`src/rtl/db3_gen.sv`:
```
// Output-layer delta-bias generator: db_k = -(eta * (y_k - t_k) * y_k * (1 - y_k)) in Q6.10,
// evaluated for both neurons in turn on a single shared 16x16 signed multiplier.
module db3_gen (
  input  logic               clk,
  input  logic               reset,
  input  logic               start,
  input  logic signed [15:0] y3_1,
  input  logic signed [15:0] y3_2,
  input  logic signed [15:0] t_1,
  input  logic signed [15:0] t_2,
  input  logic signed [15:0] eta,
  output logic signed [15:0] db3_1,
  output logic signed [15:0] db3_2,
  output logic               busy,
  output logic               done,
  output logic               select_update
);

  typedef enum logic [2:0] {IDLE, LOAD, MUL1, MUL2, MUL3, DONE} state_t;

  state_t state_reg, state_next;
  logic   k2_reg;  // 0 selects neuron 1, 1 selects neuron 2

  logic signed [15:0] y1_reg, y2_reg, t1_reg, t2_reg, eta_reg;
  logic signed [15:0] e1_reg, e2_reg, omy1_reg, omy2_reg;
  logic signed [15:0] m1_reg, m2_reg, db1_reg, db2_reg;

  logic signed [15:0] mul_a, mul_b, prod_q;
  logic signed [31:0] product;

  function automatic logic signed [15:0] sat17(input logic signed [16:0] v);
    if (v > 17'sd32767)       return 16'sh7FFF;
    else if (v < -17'sd32768) return 16'sh8000;
    else                      return v[15:0];
  endfunction

  // Back to Q6.10: floor shift by 10, then clamp to the 16-bit range.
  function automatic logic signed [15:0] scale_sat(input logic signed [31:0] p);
    logic signed [31:0] s;
    s = p >>> 10;
    if (s > 32'sd32767)       return 16'sh7FFF;
    else if (s < -32'sd32768) return 16'sh8000;
    else                      return s[15:0];
  endfunction

  function automatic logic signed [15:0] neg_sat(input logic signed [15:0] v);
    if (v == 16'sh8000) return 16'sh7FFF;
    else                return -v;
  endfunction

  // Operand select for the shared multiplier.
  always_comb begin
    mul_a = '0;
    mul_b = '0;
    case (state_reg)
      MUL1: begin
        mul_a = k2_reg ? y2_reg : y1_reg;
        mul_b = k2_reg ? omy2_reg : omy1_reg;
      end
      MUL2: begin
        mul_a = k2_reg ? e2_reg : e1_reg;
        mul_b = m1_reg;
      end
      MUL3: begin
        mul_a = eta_reg;
        mul_b = m2_reg;
      end
      default: ;
    endcase
  end

  assign product = mul_a * mul_b;
  assign prod_q  = scale_sat(product);

  always_comb begin
    state_next = state_reg;
    case (state_reg)
      IDLE:    if (start) state_next = LOAD;
      LOAD:    state_next = MUL1;
      MUL1:    state_next = MUL2;
      MUL2:    state_next = MUL3;
      MUL3:    state_next = k2_reg ? DONE : MUL1;
      DONE:    state_next = IDLE;
      default: state_next = IDLE;
    endcase
  end

  always_ff @(posedge clk) begin
    if (reset) begin
      state_reg <= IDLE;
      k2_reg    <= 1'b0;
      y1_reg    <= '0;
      y2_reg    <= '0;
      t1_reg    <= '0;
      t2_reg    <= '0;
      eta_reg   <= '0;
      e1_reg    <= '0;
      e2_reg    <= '0;
      omy1_reg  <= '0;
      omy2_reg  <= '0;
      m1_reg    <= '0;
      m2_reg    <= '0;
      db1_reg   <= '0;
      db2_reg   <= '0;
    end else begin
      state_reg <= state_next;
      case (state_reg)
        IDLE: if (start) begin
          y1_reg  <= y3_1;
          y2_reg  <= y3_2;
          t1_reg  <= t_1;
          t2_reg  <= t_2;
          eta_reg <= eta;
        end
        LOAD: begin
          k2_reg   <= 1'b0;
          e1_reg   <= sat17($signed({y1_reg[15], y1_reg}) - $signed({t1_reg[15], t1_reg}));
          e2_reg   <= sat17($signed({y2_reg[15], y2_reg}) - $signed({t2_reg[15], t2_reg}));
          omy1_reg <= sat17(17'sd1024 - $signed({y1_reg[15], y1_reg}));
          omy2_reg <= sat17(17'sd1024 - $signed({y2_reg[15], y2_reg}));
        end
        MUL1: m1_reg <= prod_q;
        MUL2: m2_reg <= prod_q;
        MUL3: begin
          if (k2_reg) db2_reg <= neg_sat(prod_q);
          else        db1_reg <= neg_sat(prod_q);
          k2_reg <= ~k2_reg;
        end
        default: ;
      endcase
    end
  end

  assign db3_1         = db1_reg;
  assign db3_2         = db2_reg;
  assign busy          = (state_reg != IDLE);
  assign done          = (state_reg == DONE);
  assign select_update = done;

endmodule

```
`config.mk`:
```
export PLATFORM = sky130hd
export DESIGN_NAME = db3_gen
export DESIGN_NICKNAME = d
export VERILOG_FILES = /design/src/rtl/db3_gen.sv
export SDC_FILE = /design/constraint.sdc
export NUM_CORES = 1
export LEC_CHECK = 0
export CAP_MARGIN = 30
export CORE_ASPECT_RATIO = 0.9
export CORE_UTILIZATION = 35
export CTS_BUF_LIST = sky130_fd_sc_hd__clkbuf_8 sky130_fd_sc_hd__clkbuf_16
export DETAILED_ROUTE_END_ITERATION = 10
export GPL_TIMING_DRIVEN = 0
export PLACE_DENSITY = 0.56
export REMOVE_ABC_BUFFERS = 1
export SLEW_MARGIN = 10
export SYNTH_ARGS = -nofsm -noshare
export SYNTH_HDL_FRONTEND = slang
export SYNTH_SLANG_ARGS = --single-unit
export TNS_END_PERCENT = 20
```
`constraint.sdc`:
```
create_clock -name clk -period 10.4 [get_ports clk]
set_input_delay 1.04 -clock clk [delete_from_list [all_inputs] [get_ports clk]]
set_output_delay 1.04 -clock clk [all_outputs]
set_load 0.05 [all_outputs]
```
==> results of run 1 <==
[power breakdown]
group / switching, mW / internal [mW] / total (mW)
sequential: 0.0833 / 0.886 / 0.969
clock: 0.382 / 0.495 / 0.878
combinational: 0.571 / 0.378 / 0.950
[repair_timing]
| item | 4_1_cts | 5_1_grt |
|---|---|---|
| endpoints found under the setup margin | 45 | 32 |
| gates resized for setup | 21 | 33 |
| gates cloned | 0 | 1 |
| setup buffers | 11 | 14 |
| hold buffers | 0 | 0 |
| pin swaps | 2 | 5 |
[cells by family (layout without fill, tap and decap cells)]
kind of cell,after synthesis,after routing,share of synthesized area (%)
fa+ha+maj,396,396,31.9
simple gates,785,785,16.0
flops,212,212,19.7
buf+inv,533,634,9.33
xor+xnor,82,82,3.33
compound gates,611,612,17.4
mux,49,49,2.34
[layer usage]
layer / wire length (microns) / vias up
li1: - / 8904
met1: 30500 / 9168
met2: 28900 / 567
met3: 4840 / 80
met4: 1150 / 2
met5: 13 / -
[final cells by class]
cell class | count | area [sq um] | share of cell area, %
Clock buffer | 28 | 678 | 2.70
Clock inverter | 17 | 135 | 0.538
Inverter | 402 | 1510 | 6.02
Multi-Input combinational cell | 1924 | 15700 | 62.4
Sequential cell | 212 | 4260 | 16.9
Tap cell | 783 | 980 | 3.90
Timing Repair Buffer | 187 | 1870 | 7.44
[placed cells by master, fill, tap and decap left out, drive strengths merged, types with 21 or more instances in the layout]
cell	instances
nand2	317
a31oi	21
buf	70
mux2i	46
xnor2	61
a21oi	235
clkbuf	29
o21ai	126
xor2	21
clkdlybuf4s50	116
a211oi	55
ha	116
nor2	263
or2	22
nor3	37
dfxtp	212
nand3	23
inv	407
nand2b	25
a21o	39
fa	263
[how the worst min path moves through the flow]
stage	from	endpoint	slack (ps)	cells after the start
detailed placement	omy1_reg[8]$_SDFFE_PP0P_	omy1_reg[8]$_SDFFE_PP0P_	450	2
global route	omy2_reg[15]$_SDFFE_PP0P_	omy2_reg[15]$_SDFFE_PP0P_	480	2
global placement	omy2_reg[1]$_SDFFE_PP0P_	omy2_reg[1]$_SDFFE_PP0P_	440	2
floorplan	omy2_reg[1]$_SDFFE_PP0P_	omy2_reg[1]$_SDFFE_PP0P_	420	2
CTS	t1_reg[10]$_SDFFE_PP0P_	t1_reg[10]$_SDFFE_PP0P_	460	2
finish	t2_reg[9]$_SDFFE_PP0P_	t2_reg[9]$_SDFFE_PP0P_	450	2
[worst reg2reg max path, delay by kind of cell, from the launching register on]
family                     cells  cell delay [ps]
adders and majority gates      8             3870
AOI/OAI and AO/OA             13             3170
buffers and inverters          9             1440
muxes                          1              430
DFF                            1              380
xor gates and xnor gates       1              380
and+or+nand+nor                3              340
[metrics by stage]
step,util [%],setup TNS (ps)
floorplan,-,-86580
finish,41.6,0
detailed placement,39.4,-52070
global route,41.6,-403
global placement,38.4,-336060
CTS,41.1,0
==> results.ini, run 1 <==
[outcome]
status=finished, final reports clean

[grt]
grt_use_total_pct=21.1
use_met3_pct=3.47
grt_remaining_overflow=0
grt_max_degree=84
grt_pass1_vias=18700
grt_pass1_wl_microns=105000
busiest_layer=met2
met1_usage_pct=30.3
antenna_found_initial=1
use_met2_pct=33.3

[min_path]
hold_path_class=register to register

[timing]
layout_setup_ws_ps=323
finalHoldViolCount=0
rsz0062_at_grt=true
finalHoldWorstSlack_ps=453
period_share_pct=96.9
worst_clock_skew_ps=43.6
slew_headroom_pct=37.9
min_period_ps=10080
setup-violations-final=0
fmax_ghz=0.0992
drv_slew=0
worst_slew_pin_slew_ps=925

[worst_setup_path]
crit_arrival_ps=10540
cp.required_ps=10860
crit_path_max_fanout=51
rr_endpoint=db3_1[10]$_SDFFE_PP0P_
rrSetupSlack_ps=320
crit_top_cell=fa_1
cp-endpoint=db3_1[10]$_SDFFE_PP0P_
worst_path_max_delay_cell=fa_1
start_kind=register
r2r-start=k2_reg$_SDFFE_PP0P_
worstSetupPathType=register to register
startpoint=k2_reg$_SDFFE_PP0P_
cpPeakStageDelay_ps=580
cp_num_buf_inv=9
cp_num_cells=35
r2r_cells=35
worst_setup_path_end_kind=register
path_delay_family=adder cells

[yosys]
synth_area_leaders=fa_1, dfxtp_1, inv_1
synth_top_area_share_pct=24.4
yosysWarnings=0
synthesis.area_sq_um=21600
synth_flop_cell=dfxtp_1
yosysTopAreaCell=fa_1
synthArstFlopShare_pct=0
synth_seq_cells=212
postSynthAreaPerCell_sq_um=8.08
synth.yosys.seq_area_share_pct=19.7
yosysUniqueCellTypes=78
syn_inst=2668
synth_edf_count=0
netlist_top_cells_count=inv_1, nand2_1, fa_1, nor2_1, a21oi_1
yosysMostFrequentCell=inv_1

[cts]
htree_num_levels=1
path_clk_slew_ps=60
clockBufferDepth=3
insertion_delay_ps=580
numCtsBuffers=26
clock_sinks=212
tritoncts=built
cts_root_buf=clkbuf_16

[routing]
wirelength_microns=65400
dr.pass1.iters=5
vias=18700
drc=0
routed_via_density=5.27
avgRoutedWirePerCell_microns=18.4
ant_nets=0
first_iter_violations=1379

[layout]
nets=3215
fill_cells=6041
layout-drive-gt1-share_pct=7.47
n_antenna_cell=0
syn2layout_area_growth_pct=16.4
fin_area_sq_um=25100
fin_cells=3553

[run]
drv_cap=0

[place]
gp_routability_congestion=0.933
dpl.cell_count=3481
pre_cts_slack_ps=-1800
placed_area_sq_um=23800
dp_hpwl_microns=52300
port_buffers=117

[power_and_ir_drop]
irDropWorstVdd_mv=0.106
total_power_mw=2.80
power_leakage_nw=10.9
p_per_area_nw_per_um2=111

[floorplan]
io_pins=118
initial_utilization_pct=35.7
core_sq_um=60400
die-area_sq_um=62600
die_w_microns=264
chipHeight_microns=238
rows=85

Power figures use the tool's default switching activity.
==> run 2, diff against run 1 <==
--- a/config.mk
+++ b/config.mk
@@ -13,2 +13,3 @@
 export GPL_TIMING_DRIVEN = 0
+export MAX_ROUTING_LAYER = met4
 export PLACE_DENSITY = 0.56
==> constraint.sdc (replaced) <==
create_clock -name clk -period 10.4 [get_ports clk]
set_input_delay 1.56 -clock clk [delete_from_list [all_inputs] [get_ports clk]]
set_output_delay 1.56 -clock clk [all_outputs]
set_load 0.05 [all_outputs]
==> run 2 against run 1 <==
Cell count rose by 0.37%. Fmax increased by 1.3%. First-iteration DRC count increased by 2.7%. Die area unchanged. Critical endpoint is now db3_2[14]$_SDFFE_PP0P_. Largest power group unchanged. Highest routed layer is now met4.
==> results.ini, run 2 (same netlist as run 1, synthesis figures left out) <==
[run]
drv_cap=0

[timing]
drv_slew=0
rsz0062_at_grt=false
finalHoldViolCount=0
worst_slew_pin_slew_ps=1150
worst_clock_skew_ps=33.3
fmax_ghz=0.100
min_period_ps=9950
setup-violations-final=0
finalHoldWorstSlack_ps=451
slew_headroom_pct=23.1
period_share_pct=95.7

[worst_setup_path]
crit_top_cell=fa_1
startpoint=state_reg[1]$_SDFFE_PP0P_
rr_endpoint=db3_2[14]$_SDFFE_PP0P_
start_kind=register
crit_path_max_fanout=13
worstSetupPathType=register to register
cp_num_cells=32
cpPeakStageDelay_ps=570
path_delay_family=adder cells
r2r_cells=32
crit_arrival_ps=10380
cp-endpoint=db3_2[14]$_SDFFE_PP0P_
rrSetupSlack_ps=450
r2r-start=state_reg[1]$_SDFFE_PP0P_
worst_path_max_delay_cell=or4b_1
cp.required_ps=10830
cp_num_buf_inv=6
worst_setup_path_end_kind=register

[layout]
fin_area_sq_um=25200
final_core_util_pct=41.8
layout_common_cells=inv_1, nand2_1, nor2_1, fa_1, a21oi_1
final_common_cell=inv_1
syn2layout_area_growth_pct=17.0
n_antenna_cell=0
nets=3228
layout-drive-gt1-share_pct=7.98
fin_cells=3566

[routing]
dr.pass1.iters=5
met3_wirelength_microns=3860
ant_nets=0
drc=0
vias=18700
first_iter_violations=1416
routed_via_density=5.24
avgRoutedWirePerCell_microns=18.3
m1WireLength_microns=30900
top_layer=met4
wl_met2_microns=29500
wirelength_microns=65100

[cts]
tritoncts=built
clockBufferDepth=3
ctsHoldBuffers=0
clock_sinks=212
path_clk_slew_ps=60
insertion_delay_ps=560
htree_num_levels=1
cts_root_buf=clkbuf_16
numCtsBuffers=25

[place]
port_buffers=117
placed_area_sq_um=23800
gp_routability_congestion=0.936
dp_hpwl_microns=52400
dpl.cell_count=3484

[power_and_ir_drop]
p_per_area_nw_per_um2=108
pwr-share-seq_pct=35.4
internal_power_mw=1.73
power_leakage_nw=10.9
total_power_mw=2.73
p_comb_share_pct=34.8
clockPowerShare_pct=29.8
p_switching_mw=1.01
switching_share_pct=36.8
irDropWorstVdd_mv=0.102

[floorplan]
rows=85
die_w_microns=264
die-area_sq_um=62600
core_sq_um=60400
io_pins=118
chipHeight_microns=238
initial_utilization_pct=35.7

[grt]
grt_remaining_overflow=0
antenna_found_initial=1
grt_max_degree=81
grt_use_total_pct=21.8
grt_pass1_vias=19000
grt_pass1_wl_microns=105000

[min_path]
hold_path_class=register to register

[outcome]
status=finished, final reports clean

run 2: worst register-to-register path, delay by kind of cell, from the launching register on:
family | cells | cell delay (ps)
compound gates | 9 | 1970
xor+xnor | 1 | 310
fa+ha+maj | 8 | 3830
buf+inv | 6 | 730
flops | 1 | 440
simple gates | 8 | 2570
run 2: cell type report:
| cell class | instances | area (sq um) |
|---|---|---|
| fill | 6070 | 35200 |
| multi-input combinational | 1923 | 15700 |
| sequential | 212 | 4260 |
| timing repair buffer | 202 | 2050 |
| inverter | 402 | 1510 |
| tap | 783 | 980 |
| clock buffer | 28 | 667 |
| clock inverter | 16 | 83.8 |
run 2: power by group through the flow:
stage / clock, mW / combinational (mW) / sequential [mW]
6_report: 0.813 / 0.951 / 0.968
5_1_grt: 0.863 / 1.05 / 0.975
4_1_cts: 0.835 / 0.925 / 0.966
3_5_place_dp: 0 / 0.899 / 0.984
3_3_place_gp: 0 / 0.863 / 0.984
2_1_floorplan: 0 / 0.626 / 0.949
run 2: metrics by stage:
step,TNS (ps),setup WS [ps]
6_report,0,448
5_1_grt,0,45.7
4_1_cts,0,33.5
3_5_place_dp,-51150,-1720
3_3_place_gp,-316560,-6240
2_1_floorplan,-86580,-2070
run 2: per-layer routing:
metal  global-route usage, %  up-vias
li1                        -     8920
met1                    30.7     9269
met2                    34.2      454
met3                    2.10       50
met4                    3.69        0
met5                       -        -
run 2: how the worst min path moves through the flow:
stage,start,endpoint,depth (start not counted)
finish,omy2_reg[8]$_SDFFE_PP0P_,omy2_reg[8]$_SDFFE_PP0P_,2
global route,t1_reg[12]$_SDFFE_PP0P_,t1_reg[12]$_SDFFE_PP0P_,2
CTS,omy2_reg[8]$_SDFFE_PP0P_,omy2_reg[8]$_SDFFE_PP0P_,2
detailed placement,omy2_reg[1]$_SDFFE_PP0P_,omy2_reg[1]$_SDFFE_PP0P_,2
global placement,omy2_reg[1]$_SDFFE_PP0P_,omy2_reg[1]$_SDFFE_PP0P_,2
floorplan,omy2_reg[1]$_SDFFE_PP0P_,omy2_reg[1]$_SDFFE_PP0P_,2
run 2: what timing repair did:
action | in CTS | in global routing
hold endpoints to repair | 0 | 0
endpoints found under the setup margin | 50 | 32
gates cloned | 0 | 1
pin swaps | 3 | 6
setup buffers | 18 | 18
gates resized for setup | 27 | 39
==> run 3, diff against run 2 <==
- CTS_CLUSTER_SIZE: not set -> 8
==> run 3 against run 2 <==
Die area stayed put. Non-clock buffer count rose by 6. Largest cell class unchanged. Largest power group unchanged. Sequential cell count unchanged. Sequential share of layout area shrank 0.095 points. First-iteration DRC count shrank 0.92%. Routed wire length rose by 0.93%. Critical path depth is the same. Clock skew is 9.5 ps higher. Cell count down 0.11%. Worst setup slack got worse by 78 ps. Fmax down 0.78%.
==> results.ini, run 3 (same netlist as run 1, synthesis figures left out) <==
[routing]
m1WireLength_microns=31400
top_layer=met4
drc=0
wl_met2_microns=29600
dr.pass1.iters=5
avgRoutedWirePerCell_microns=18.5
first_iter_violations=1403
vias=18800
ant_nets=0
wirelength_microns=65700
routed_via_density=5.28
met3_wirelength_microns=3740

[cts]
cts_root_buf=clkbuf_16
tritoncts=built
ctsHoldBuffers=0
path_clk_slew_ps=50
clock_sinks=212
numCtsBuffers=30
clockBufferDepth=3
insertion_delay_ps=590
htree_num_levels=1

[place]
dp_hpwl_microns=52400
gp_routability_congestion=0.936
dpl.cell_count=3484
port_buffers=117

[grt]
antenna_found_initial=2
grt_use_total_pct=21.9
grt_max_degree=81
grt_remaining_overflow=0
grt_pass1_vias=19100
grt_pass1_wl_microns=106000

[layout]
multi_input_area_sq_um=15700
fin_cells=3562
final_common_cell=inv_1
fill_cells=6046
nets=3239
seq_area_sq_um=4260
layout-drive-gt1-share_pct=8.35
syn2layout_area_growth_pct=17.7
layout_common_cells=inv_1, nand2_1, nor2_1, fa_1, a21oi_1

[worst_setup_path]
crit_path_max_fanout=13
r2r-start=state_reg[1]$_SDFFE_PP0P_
crit_top_cell=fa_1
cp.required_ps=10840
worst_path_max_delay_cell=fa_2
worst_setup_path_end_kind=register
r2r_cells=32
start_kind=register
startpoint=state_reg[1]$_SDFFE_PP0P_
cpPeakStageDelay_ps=570
crit_arrival_ps=10470
worstSetupPathType=register to register

[power_and_ir_drop]
p_per_area_nw_per_um2=111
irDropWorstVdd_mv=0.131
total_power_mw=2.82
power_leakage_nw=10.9

[floorplan]
chipHeight_microns=238
core_sq_um=60400
die-area_sq_um=62600
rows=85
die_w_microns=264
initial_utilization_pct=35.7
io_pins=118

[min_path]
holdCritStartpoint=omy2_reg[1]$_SDFFE_PP0P_
whs_path_depth=2
hold_path_class=register to register

[timing]
slew_headroom_pct=24.0
worst_clock_skew_ps=42.8
worst_slew_pin_slew_ps=1140
period_share_pct=96.4
min_period_ps=10030
finalHoldViolCount=0
setup-violations-final=0
tns_ps=0
fmax_ghz=0.0997
drv_slew=0

[run]
drv_cap=0

[outcome]
status=finished, final reports clean

[run 3: critical path: cells and delay by family, from the launching register on]
family	cells	cell delay, ps
compound gates	10	2350
simple gates	7	2180
flops	1	440
buf+inv	6	750
fa+ha+maj	8	3840
xor+xnor	1	330
[run 3: layout make-up]
class / instances / area share [%]
Inverter: 402 / 5.96
Tap cell: 783 / 3.86
Timing Repair Buffer: 208 / 8.29
Antenna cell: 1 / 0.00986
Clock buffer: 30 / 2.96
Multi-Input combinational cell: 1923 / 61.9
Sequential cell: 212 / 16.8
Clock inverter: 3 / 0.251
[run 3: path summary, 6_finish.rpt]
path	slack [ps]	to
setup / recovery	370	db3_2[14]$_SDFFE_PP0P_
hold / removal	450	omy2_reg[1]$_SDFFE_PP0P_
setup reg to reg	370	db3_2[14]$_SDFFE_PP0P_
hold reg to reg	450	omy2_reg[1]$_SDFFE_PP0P_
[run 3: per-stage QoR]
step	hold WS, ps	util [%]	instance area [sq um]	setup WS, ps
floorplan	422	-	21100	-2070
global placement	440	38.4	23200	-6240
detailed placement	444	39.4	23800	-1720
CTS	450	41.3	24900	14.2
global route	475	42.0	25400	-2.19
finish	448	42.0	25400	370
[run 3: repair_timing]
action                     CTS  global route
gates cloned                 0             1
setup endpoints to repair   50            32
pin swaps                    3             6
resized for setup           29            41
setup buffers               19            23
[run 3: power breakdown]
| group | switching (mW) | total (mW) | internal [mW] |
|---|---|---|---|
| Clock | 0.365 | 0.895 | 0.530 |
| Sequential | 0.0832 | 0.970 | 0.887 |
| Combinational | 0.569 | 0.953 | 0.384 |
| Total | 1.02 | 2.82 | 1.80 |
[run 3: layer usage]
| metal | vias up | GRT usage, % |
|---|---|---|
| met3 | 68 | 2.25 |
| met1 | 9316 | 30.8 |
| li1 | 8928 | - |
| met4 | 0 | 3.76 |
| met5 | - | - |
| met2 | 497 | 34.3 |
